$ cat config.mk
export PLATFORM = sky130hd
export DESIGN_NAME = sprite_blitter_flat
export DESIGN_NICKNAME = d
export VERILOG_FILES = /design/src/rtl/sprite_blitter_if.sv /design/src/rtl/sprite_blitter.sv /design/src/flat_wrapper.sv
export SDC_FILE = /design/constraint.sdc
export NUM_CORES = 1
export LEC_CHECK = 0
export ABC_AREA = 0
export CORE_ASPECT_RATIO = 1.4
export CORE_UTILIZATION = 40
export CTS_BUF_LIST = sky130_fd_sc_hd__clkbuf_2 sky130_fd_sc_hd__clkbuf_4 sky130_fd_sc_hd__clkbuf_8
export CTS_CLUSTER_SIZE = 8
export DETAILED_ROUTE_END_ITERATION = 16
export PLACE_DENSITY = 0.66
export SYNTH_ARGS = -nofsm -noshare
export SYNTH_HDL_FRONTEND = slang
export SYNTH_SLANG_ARGS = --single-unit
$ cat constraint.sdc
create_clock -name clk -period 3.7 [get_ports clk]
set_input_delay 1.11 -clock clk [delete_from_list [all_inputs] [get_ports clk]]
set_output_delay 1.11 -clock clk [all_outputs]
set_load 0.005 [all_outputs]
$ cat src/rtl/sprite_blitter_if.sv
// Command channel between a game-control requester and the sprite blitter.
// The requester drives the command fields and cmd_valid; the blitter answers
// with cmd_ready. A command is taken on a cycle where both are high.
interface sprite_blitter_if #(
    parameter int X_W      = 9,
    parameter int Y_W      = 8,
    parameter int FRAME_W  = 3,
    parameter int COLOUR_W = 15
);
    logic                cmd_valid;
    logic                cmd_ready;
    logic [1:0]          cmd_op;
    logic [X_W-1:0]      cmd_x;
    logic [Y_W-1:0]      cmd_y;
    logic [FRAME_W-1:0]  cmd_frame;
    logic [COLOUR_W-1:0] cmd_colour;
    logic                cmd_transp;

    modport master (
        output cmd_valid, cmd_op, cmd_x, cmd_y, cmd_frame, cmd_colour, cmd_transp,
        input  cmd_ready
    );

    modport slave (
        input  cmd_valid, cmd_op, cmd_x, cmd_y, cmd_frame, cmd_colour, cmd_transp,
        output cmd_ready
    );
endinterface

$ cat src/rtl/sprite_blitter.sv
// Sprite blitter: turns one command (CLEAR, SPRITE, RECT) into a row-major
// stream of one-pixel-per-cycle writes for the VGA adapter. Pixel slots are
// issued from registered counters, the sprite ROM answers one cycle later,
// and the output stage applies screen clipping and colour-key transparency.
module sprite_blitter #(
    parameter int                  SCREEN_W   = 320,
    parameter int                  SCREEN_H   = 240,
    parameter int                  X_W        = 9,
    parameter int                  Y_W        = 8,
    parameter int                  SPR_W      = 16,
    parameter int                  SPR_H      = 16,
    parameter int                  FRAMES     = 8,
    parameter int                  COLOUR_W   = 15,
    parameter logic [COLOUR_W-1:0] KEY_COLOUR = 15'h7C1F,
    parameter int                  A_W        = $clog2(FRAMES * SPR_W * SPR_H)
) (
    input  logic                clk,
    input  logic                reset,
    sprite_blitter_if.slave     cmd_if,
    output logic [A_W-1:0]      rom_addr,
    input  logic [COLOUR_W-1:0] rom_q,
    output logic [X_W-1:0]      x,
    output logic [Y_W-1:0]      y,
    output logic [COLOUR_W-1:0] colour,
    output logic                plot,
    output logic                busy,
    output logic                done
);
    localparam int FRAME_W = $clog2(FRAMES);
    localparam int SW_W    = $clog2(SPR_W);
    localparam int SH_W    = $clog2(SPR_H);

    localparam logic [1:0] OP_CLEAR  = 2'd0;
    localparam logic [1:0] OP_SPRITE = 2'd1;
    localparam logic [1:0] OP_RECT   = 2'd2;
    localparam logic [1:0] OP_RSVD   = 2'd3;

    localparam logic [X_W-1:0] CLR_I_MAX = X_W'(SCREEN_W - 1);
    localparam logic [Y_W-1:0] CLR_J_MAX = Y_W'(SCREEN_H - 1);
    localparam logic [X_W-1:0] SPR_I_MAX = X_W'(SPR_W - 1);
    localparam logic [Y_W-1:0] SPR_J_MAX = Y_W'(SPR_H - 1);

    typedef enum logic [1:0] {IDLE, RUN, DRAIN} state_t;

    state_t              state_q, state_d;
    logic [X_W-1:0]      i_q, i_d;
    logic [Y_W-1:0]      j_q, j_d;
    logic [1:0]          op_q, op_d;
    logic [X_W-1:0]      cx_q, cx_d;
    logic [Y_W-1:0]      cy_q, cy_d;
    logic [FRAME_W-1:0]  frame_q, frame_d;
    logic [COLOUR_W-1:0] fill_q, fill_d;
    logic                transp_q, transp_d;
    logic                s_valid_q, s_valid_d;
    logic [X_W:0]        s_px_q, s_px_d;
    logic [Y_W:0]        s_py_q, s_py_d;
    logic [X_W-1:0]      x_q, x_d;
    logic [Y_W-1:0]      y_q, y_d;
    logic [COLOUR_W-1:0] colour_q, colour_d;

    logic [X_W-1:0]      i_max;
    logic [Y_W-1:0]      j_max;
    logic                last_slot;
    logic                clipped;
    logic                keyed;

    // Issue stage: command latch, slot counters and the pixel-slot pipeline register.
    always_comb begin
        state_d   = state_q;
        i_d       = i_q;
        j_d       = j_q;
        op_d      = op_q;
        cx_d      = cx_q;
        cy_d      = cy_q;
        frame_d   = frame_q;
        fill_d    = fill_q;
        transp_d  = transp_q;
        s_valid_d = 1'b0;
        s_px_d    = s_px_q;
        s_py_d    = s_py_q;

        case (op_q)
            OP_CLEAR: begin
                i_max = CLR_I_MAX;
                j_max = CLR_J_MAX;
            end
            OP_RSVD: begin
                i_max = '0;
                j_max = '0;
            end
            default: begin
                i_max = SPR_I_MAX;
                j_max = SPR_J_MAX;
            end
        endcase
        last_slot = (i_q == i_max) && (j_q == j_max);

        case (state_q)
            IDLE: begin
                if (cmd_if.cmd_valid) begin
                    op_d     = cmd_if.cmd_op;
                    cx_d     = cmd_if.cmd_x;
                    cy_d     = cmd_if.cmd_y;
                    frame_d  = cmd_if.cmd_frame;
                    fill_d   = cmd_if.cmd_colour;
                    transp_d = cmd_if.cmd_transp;
                    i_d      = '0;
                    j_d      = '0;
                    state_d  = RUN;
                end
            end
            RUN: begin
                s_valid_d = 1'b1;
                if (op_q == OP_CLEAR) begin
                    s_px_d = {1'b0, i_q};
                    s_py_d = {1'b0, j_q};
                end else begin
                    s_px_d = {1'b0, cx_q} + {1'b0, i_q};
                    s_py_d = {1'b0, cy_q} + {1'b0, j_q};
                end
                if (last_slot) begin
                    state_d = DRAIN;
                end else if (i_q == i_max) begin
                    i_d = '0;
                    j_d = j_q + Y_W'(1);
                end else begin
                    i_d = i_q + X_W'(1);
                end
            end
            DRAIN: begin
                state_d = IDLE;
            end
            default: begin
                state_d = IDLE;
            end
        endcase
    end

    // Output stage: decide whether the slot plots, and hold x/y/colour when it does not.
    always_comb begin
        clipped  = (s_px_q >= (X_W+1)'(SCREEN_W)) || (s_py_q >= (Y_W+1)'(SCREEN_H));
        keyed    = (op_q == OP_SPRITE) && transp_q && (rom_q == KEY_COLOUR);
        plot     = s_valid_q && (op_q != OP_RSVD) && !clipped && !keyed;
        x        = plot ? s_px_q[X_W-1:0] : x_q;
        y        = plot ? s_py_q[Y_W-1:0] : y_q;
        colour   = plot ? ((op_q == OP_SPRITE) ? rom_q : fill_q) : colour_q;
        x_d      = x;
        y_d      = y;
        colour_d = colour;
        busy     = (state_q != IDLE);
        done     = (state_q == DRAIN);
        cmd_if.cmd_ready = (state_q == IDLE) && !reset;
        rom_addr = ((state_q == RUN) && (op_q == OP_SPRITE))
                 ? {frame_q, j_q[SH_W-1:0], i_q[SW_W-1:0]} : '0;
    end

    // State register; reset aborts any command in flight without a done pulse.
    always_ff @(posedge clk) begin
        if (reset) begin
            state_q   <= IDLE;
            i_q       <= '0;
            j_q       <= '0;
            op_q      <= '0;
            cx_q      <= '0;
            cy_q      <= '0;
            frame_q   <= '0;
            fill_q    <= '0;
            transp_q  <= 1'b0;
            s_valid_q <= 1'b0;
            s_px_q    <= '0;
            s_py_q    <= '0;
            x_q       <= '0;
            y_q       <= '0;
            colour_q  <= '0;
        end else begin
            state_q   <= state_d;
            i_q       <= i_d;
            j_q       <= j_d;
            op_q      <= op_d;
            cx_q      <= cx_d;
            cy_q      <= cy_d;
            frame_q   <= frame_d;
            fill_q    <= fill_d;
            transp_q  <= transp_d;
            s_valid_q <= s_valid_d;
            s_px_q    <= s_px_d;
            s_py_q    <= s_py_d;
            x_q       <= x_d;
            y_q       <= y_d;
            colour_q  <= colour_d;
        end
    end
endmodule

$ cat src/flat_wrapper.sv
// flat-port wrapper written by rule: the top's interface ports become plain ports
module sprite_blitter_flat 
#(
    parameter int                  SCREEN_W   = 320,
    parameter int                  SCREEN_H   = 240,
    parameter int                  X_W        = 9,
    parameter int                  Y_W        = 8,
    parameter int                  SPR_W      = 16,
    parameter int                  SPR_H      = 16,
    parameter int                  FRAMES     = 8,
    parameter int                  COLOUR_W   = 15,
    parameter logic [COLOUR_W-1:0] KEY_COLOUR = 15'h7C1F,
    parameter int                  A_W        = $clog2(FRAMES * SPR_W * SPR_H)
)
  (clk, reset, rom_addr, rom_q, x, y, colour, plot, busy, done, cmd_if_cmd_valid, cmd_if_cmd_op, cmd_if_cmd_x, cmd_if_cmd_y, cmd_if_cmd_frame, cmd_if_cmd_colour, cmd_if_cmd_transp, cmd_if_cmd_ready);
  sprite_blitter_if #(.X_W(X_W), .Y_W(Y_W), .FRAME_W(3), .COLOUR_W(COLOUR_W)) cmd_if_i ();
  input  logic clk;
  input  logic reset;
  output logic [A_W-1:0] rom_addr;
  input  logic [COLOUR_W-1:0] rom_q;
  output logic [X_W-1:0] x;
  output logic [Y_W-1:0] y;
  output logic [COLOUR_W-1:0] colour;
  output logic plot;
  output logic busy;
  output logic done;
  input wire logic [$bits(cmd_if_i.cmd_valid)-1:0] cmd_if_cmd_valid;
  input wire logic [$bits(cmd_if_i.cmd_op)-1:0] cmd_if_cmd_op;
  input wire logic [$bits(cmd_if_i.cmd_x)-1:0] cmd_if_cmd_x;
  input wire logic [$bits(cmd_if_i.cmd_y)-1:0] cmd_if_cmd_y;
  input wire logic [$bits(cmd_if_i.cmd_frame)-1:0] cmd_if_cmd_frame;
  input wire logic [$bits(cmd_if_i.cmd_colour)-1:0] cmd_if_cmd_colour;
  input wire logic [$bits(cmd_if_i.cmd_transp)-1:0] cmd_if_cmd_transp;
  output wire logic [$bits(cmd_if_i.cmd_ready)-1:0] cmd_if_cmd_ready;
  assign cmd_if_i.cmd_valid = cmd_if_cmd_valid;
  assign cmd_if_i.cmd_op = cmd_if_cmd_op;
  assign cmd_if_i.cmd_x = cmd_if_cmd_x;
  assign cmd_if_i.cmd_y = cmd_if_cmd_y;
  assign cmd_if_i.cmd_frame = cmd_if_cmd_frame;
  assign cmd_if_i.cmd_colour = cmd_if_cmd_colour;
  assign cmd_if_i.cmd_transp = cmd_if_cmd_transp;
  assign cmd_if_cmd_ready = cmd_if_i.cmd_ready;
  sprite_blitter #(.SCREEN_W(SCREEN_W), .SCREEN_H(SCREEN_H), .X_W(X_W), .Y_W(Y_W), .SPR_W(SPR_W), .SPR_H(SPR_H), .FRAMES(FRAMES), .COLOUR_W(COLOUR_W), .KEY_COLOUR(KEY_COLOUR), .A_W(A_W)) u_core (.clk(clk), .reset(reset), .cmd_if(cmd_if_i), .rom_addr(rom_addr), .rom_q(rom_q), .x(x), .y(y), .colour(colour), .plot(plot), .busy(busy), .done(done));
endmodule
==> summary.txt <==
RUN STATUS
-----------------------------------------------------------------------------------------------
Outcome                                                                            finished, violations left
Violated checks                                                                    negative setup slack

SYNTH
-----------------------------------------------------------------------------------------------
Total nets after synthesis                                                                  746
Share of synthesized area occupied by flip-flops and latches                             38.24%
Number of flops mapped to enable cells by yosys                                               0
Mux share of post-synthesis cell area                                                    6.731%
Synthesized-area fraction occupied by ao, oa, aoi and oai cells                          22.47%
Number of standard cells after synthesis                                                    669
Warnings, synthesis                                                                           0
Async set-or-reset flop fraction in the synthesized netlist                                  0%
Library cells used by synthesis                                                              65
Cell area after synthesis                                                            5707 sq um
Adder and majority gate portion of the synthesized area                                  4.867%
Area share of and/or/nand/nor cells after synthesis                                      22.08%
Synthesized flop and latch total                                                            109
Most used flip-flop cell after synthesis                                           sky130_fd_sc_hd__dfxtp_1
Fraction of synthesized cell area in xor and xnor cells                                 0.7674%
Dominant combinational cell family by area after synthesis                         compound AO/OA/AOI/OAI gates
Post-Syn Area per Cell                                                              8.530 sq um

FINISH
-----------------------------------------------------------------------------------------------
Post-Route Utilization                                                                   53.81%
Share of layout cells above drive strength 1                                             20.96%
Diodes inserted                                                                               0
Cell area after layout                                                               7486 sq um
Final net count                                                                             865
P&R area growth vs syn                                                                   31.18%

DETAILED ROUTING
-----------------------------------------------------------------------------------------------
Number of DRC markers in iteration 0                                                        271
Antenna-violating nets left                                                                   0
Number of detailed-routing iterations run before antenna repair                               5
Average routed wire per standard cell                                                  17.25 um
Vias per cell                                                                             5.579
Overall via count from detail_route                                                       5,451
Remaining DRCs                                                                                0
Final wirelength                                                                      16,860 um

WORST SETUP PATH
-----------------------------------------------------------------------------------------------
Critical register-to-register path startpoint                                      u_core.op_q[1]
Startpoint Class                                                                      input pin
Type of element capturing the critical path                                          output pin
Count of cells along the worst register-to-register path                                      6
Critical path startpoint                                                               rom_q[1]
Critical Path AT                                                                        2.59 ns
Critical Path RT                                                                        2.59 ns
Largest fanout on the critical path                                                           7
Startpoint-to-endpoint class of the critical path                                     in -> out

PLACEMENT
-----------------------------------------------------------------------------------------------
Post-DP HPWL                                                                          11,060 um
Area after DPL                                                                       7033 sq um
GPL Wtd Cong                                                                             0.8668
Port Buffer Count                                                                           102
Pre-CTS WS                                                                           -0.7060 ns

STA
-----------------------------------------------------------------------------------------------
Final cycle utilization of the critical path                                             100.1%
Final count of negative-setup-slack endpoints                                                 5
Transition time at the pin with the least slew margin                                 0.7746 ns
Fmax                                                                                 0.2700 GHz
Slew Viols, Final                                                                             0
Final worst path period need                                                           3.704 ns
Remaining max-slew budget at the tightest pin                                            48.36%
Hold Vio Cnt, Final                                                                           0
RSZ-0062 raised after global routing                                                        yes
Crit path setup slack, layout                                                      -0.004332 ns
Clock Skew                                                                           0.01148 ns
Hold Slack                                                                            0.4602 ns

PWR
-----------------------------------------------------------------------------------------------
Overall power of the completed layout                                                  2.577 mW
Power per standard cell area                                                       344.3 nW/um^2
Worst-case vdd ir drop                                                                0.1619 mV
Pleak                                                                                  3.000 nW

GLOBAL ROUTING
-----------------------------------------------------------------------------------------------
GRT Residual Overflow                                                                         0
Initial antenna violation count                                                               0
Pin count of the biggest net entering global routing                                         45
Global-route wire length before repair                                                26,690 um
Via count of the first global-routing pass                                                5,365
All-Layer GR Usage                                                                       23.36%

CLOCK NETWORK
-----------------------------------------------------------------------------------------------
Number of H-tree levels                                                                       3
Clock root buffer                                                                  sky130_fd_sc_hd__clkbuf_8
Clock input transition at the sequential cells of the worst setup and hold paths        0.10 ns
Maximum buffer depth of the clock tree                                                        2
# clock sinks                                                                               109
TritonCTS clock tree                                                                        yes
Total clock buffers created by CTS                                                            9
Clock Latency Late Sink                                                                 0.37 ns

FLOORPLAN
-----------------------------------------------------------------------------------------------
Io pins                                                                                     103
Floorplan Core Area                                                                13,910 sq um
Floorplan die area                                                                 14,760 sq um
Die Y                                                                                  143.3 um
Number of cell rows                                                                          51
Die Span X                                                                             103.0 um
Starting utilization of the core area                                                    41.02%

FLOW RUN
-----------------------------------------------------------------------------------------------
Max-cap violations                                                                            0

HOLD PATH
-----------------------------------------------------------------------------------------------
Path type of the worst min-delay path                                                reg -> reg
Startpoint of the worst hold path                                                  u_core.fill_q[12]
Depth of the worst hold-timing path                                                           2

-- final timing paths --
check	end	slack, ns
setup / recovery	y[1]	-0.004
hold / removal	u_core.fill_q[12]	0.46
setup reg to reg	u_core.i_q[4]	0.90
hold reg to reg	u_core.fill_q[12]	0.46
-- layer usage --
layer  share of wire (%)  GRT usage (%)
met1                  42          26.09
met2                  50          42.70
met3                 5.2          4.086
met4                 3.0          9.933
met5                   0              0
-- final cells by class --
| cell class | instances | area, sq um |
|---|---|---|
| Timing Repair Buffer | 158 | 1476 |
| Sequential cell | 109 | 2182 |
| Inverter | 8 | 30.03 |
| Multi-Input combinational cell | 502 | 3368 |
| Clock inverter | 5 | 60.06 |
| Tap cell | 185 | 231.5 |
| Clock buffer | 10 | 137.6 |
| Fill cell | 1321 | 6425 |
-- cell usage in the layout, fill, tap and decap left out, drive strengths merged, types with 4 or more instances in the layout --
| cell type | instances |
|---|---|
| o211ai | 7 |
| o21ai | 24 |
| a31oi | 18 |
| and2 | 20 |
| inv | 9 |
| or4 | 7 |
| o22a | 4 |
| or2 | 6 |
| clkbuf | 17 |
| ha | 19 |
| dfxtp | 109 |
| dlygate4sd2 | 6 |
| nand2b | 5 |
| mux2i | 20 |
| and3 | 24 |
| a21oi | 71 |
| a311oi | 10 |
| nor2 | 35 |
| nor3 | 7 |
| a21o | 5 |
| buf | 88 |
| nand2 | 109 |
| mux2 | 13 |
| clkdlybuf4s50 | 53 |
| nand3 | 16 |
| a211oi | 29 |
-- power by group --
group | internal (mW) | switching (mW) | leakage (nW)
clock network | 0.331 | 0.404 | 0.0987
logic | 0.277 | 0.288 | 2.01
registers | 1.24 | 0.0424 | 0.890
-- metrics by stage --
| stage | instances | TNS (ns) |
|---|---|---|
| 6_report | 977 | -0.01415 |
| 2_1_floorplan | 669 | 0 |
| 3_5_place_dp | 946 | -20.74 |
| 5_1_grt | 977 | -0.4444 |
| 3_3_place_gp | 946 | -19.99 |
| 4_1_cts | 978 | 0 |
-- logic make-up after synthesis --
family                     after synthesis
and+or+nand+nor                        252
AOI/OAI and AO/OA                      191
DFF                                    109
buffers and inverters                   58
muxes                                   33
adders and majority gates               21
xor gates and xnor gates                 5
-- critical path: stages --
cell                       delay (ns)
sky130_fd_sc_hd__buf_6           0.10
sky130_fd_sc_hd__nand2_4         0.06
sky130_fd_sc_hd__and4bb_4        0.24
sky130_fd_sc_hd__a211oi_4        0.25
sky130_fd_sc_hd__buf_6           0.23
sky130_fd_sc_hd__buf_12          0.17
sky130_fd_sc_hd__mux2_4          0.31
sky130_fd_sc_hd__buf_6           0.12
-- timing repair --
action                     CTS  global route
setup buffers               12             0
setup endpoints to repair   33            32
hold buffers                 0             0
gates resized for setup    169            38
pin swaps                    8             5
cloned                       6             0
-- sequential cells by signal, indices dropped and copies added, names as in the netlist --
register          flops
u_core.colour_q      15
u_core.fill_q        15
u_core.s_px_q        10
u_core.cx_q           9
u_core.i_q            9
u_core.s_py_q         9
u_core.x_q            9
u_core.cy_q           8
u_core.j_q            8
u_core.y_q            8
u_core.frame_q        3
u_core.op_q           2
u_core.state_q        2
u_core.s_valid_q      1
u_core.transp_q       1
-- cell usage after synthesis (6+ instances only) --
cell type                  count  area share (%)
sky130_fd_sc_hd__nand2_1     109             7.2
sky130_fd_sc_hd__inv_1         8            0.53
sky130_fd_sc_hd__o21ai_0      24             2.1
sky130_fd_sc_hd__nor3_1        6            0.53
sky130_fd_sc_hd__or4_1         7            0.92
sky130_fd_sc_hd__a31oi_1      18             2.0
sky130_fd_sc_hd__a211oi_1     19             2.5
sky130_fd_sc_hd__ha_1         19             4.2
sky130_fd_sc_hd__clkbuf_1     32             2.1
sky130_fd_sc_hd__mux2_4       10             2.6
sky130_fd_sc_hd__nor2_1       35             2.3
sky130_fd_sc_hd__nand3_1      15             1.3
sky130_fd_sc_hd__dfxtp_1     109              38
sky130_fd_sc_hd__mux2i_1      20             3.5
sky130_fd_sc_hd__and2_1       20             2.2
sky130_fd_sc_hd__and3_1       24             2.6
sky130_fd_sc_hd__a211oi_2      9             2.0
sky130_fd_sc_hd__a311oi_1     10             1.5
sky130_fd_sc_hd__a21oi_1      71             6.2
sky130_fd_sc_hd__o211ai_1      7            0.92
Note: power is estimated with default switching activity, not from simulation.
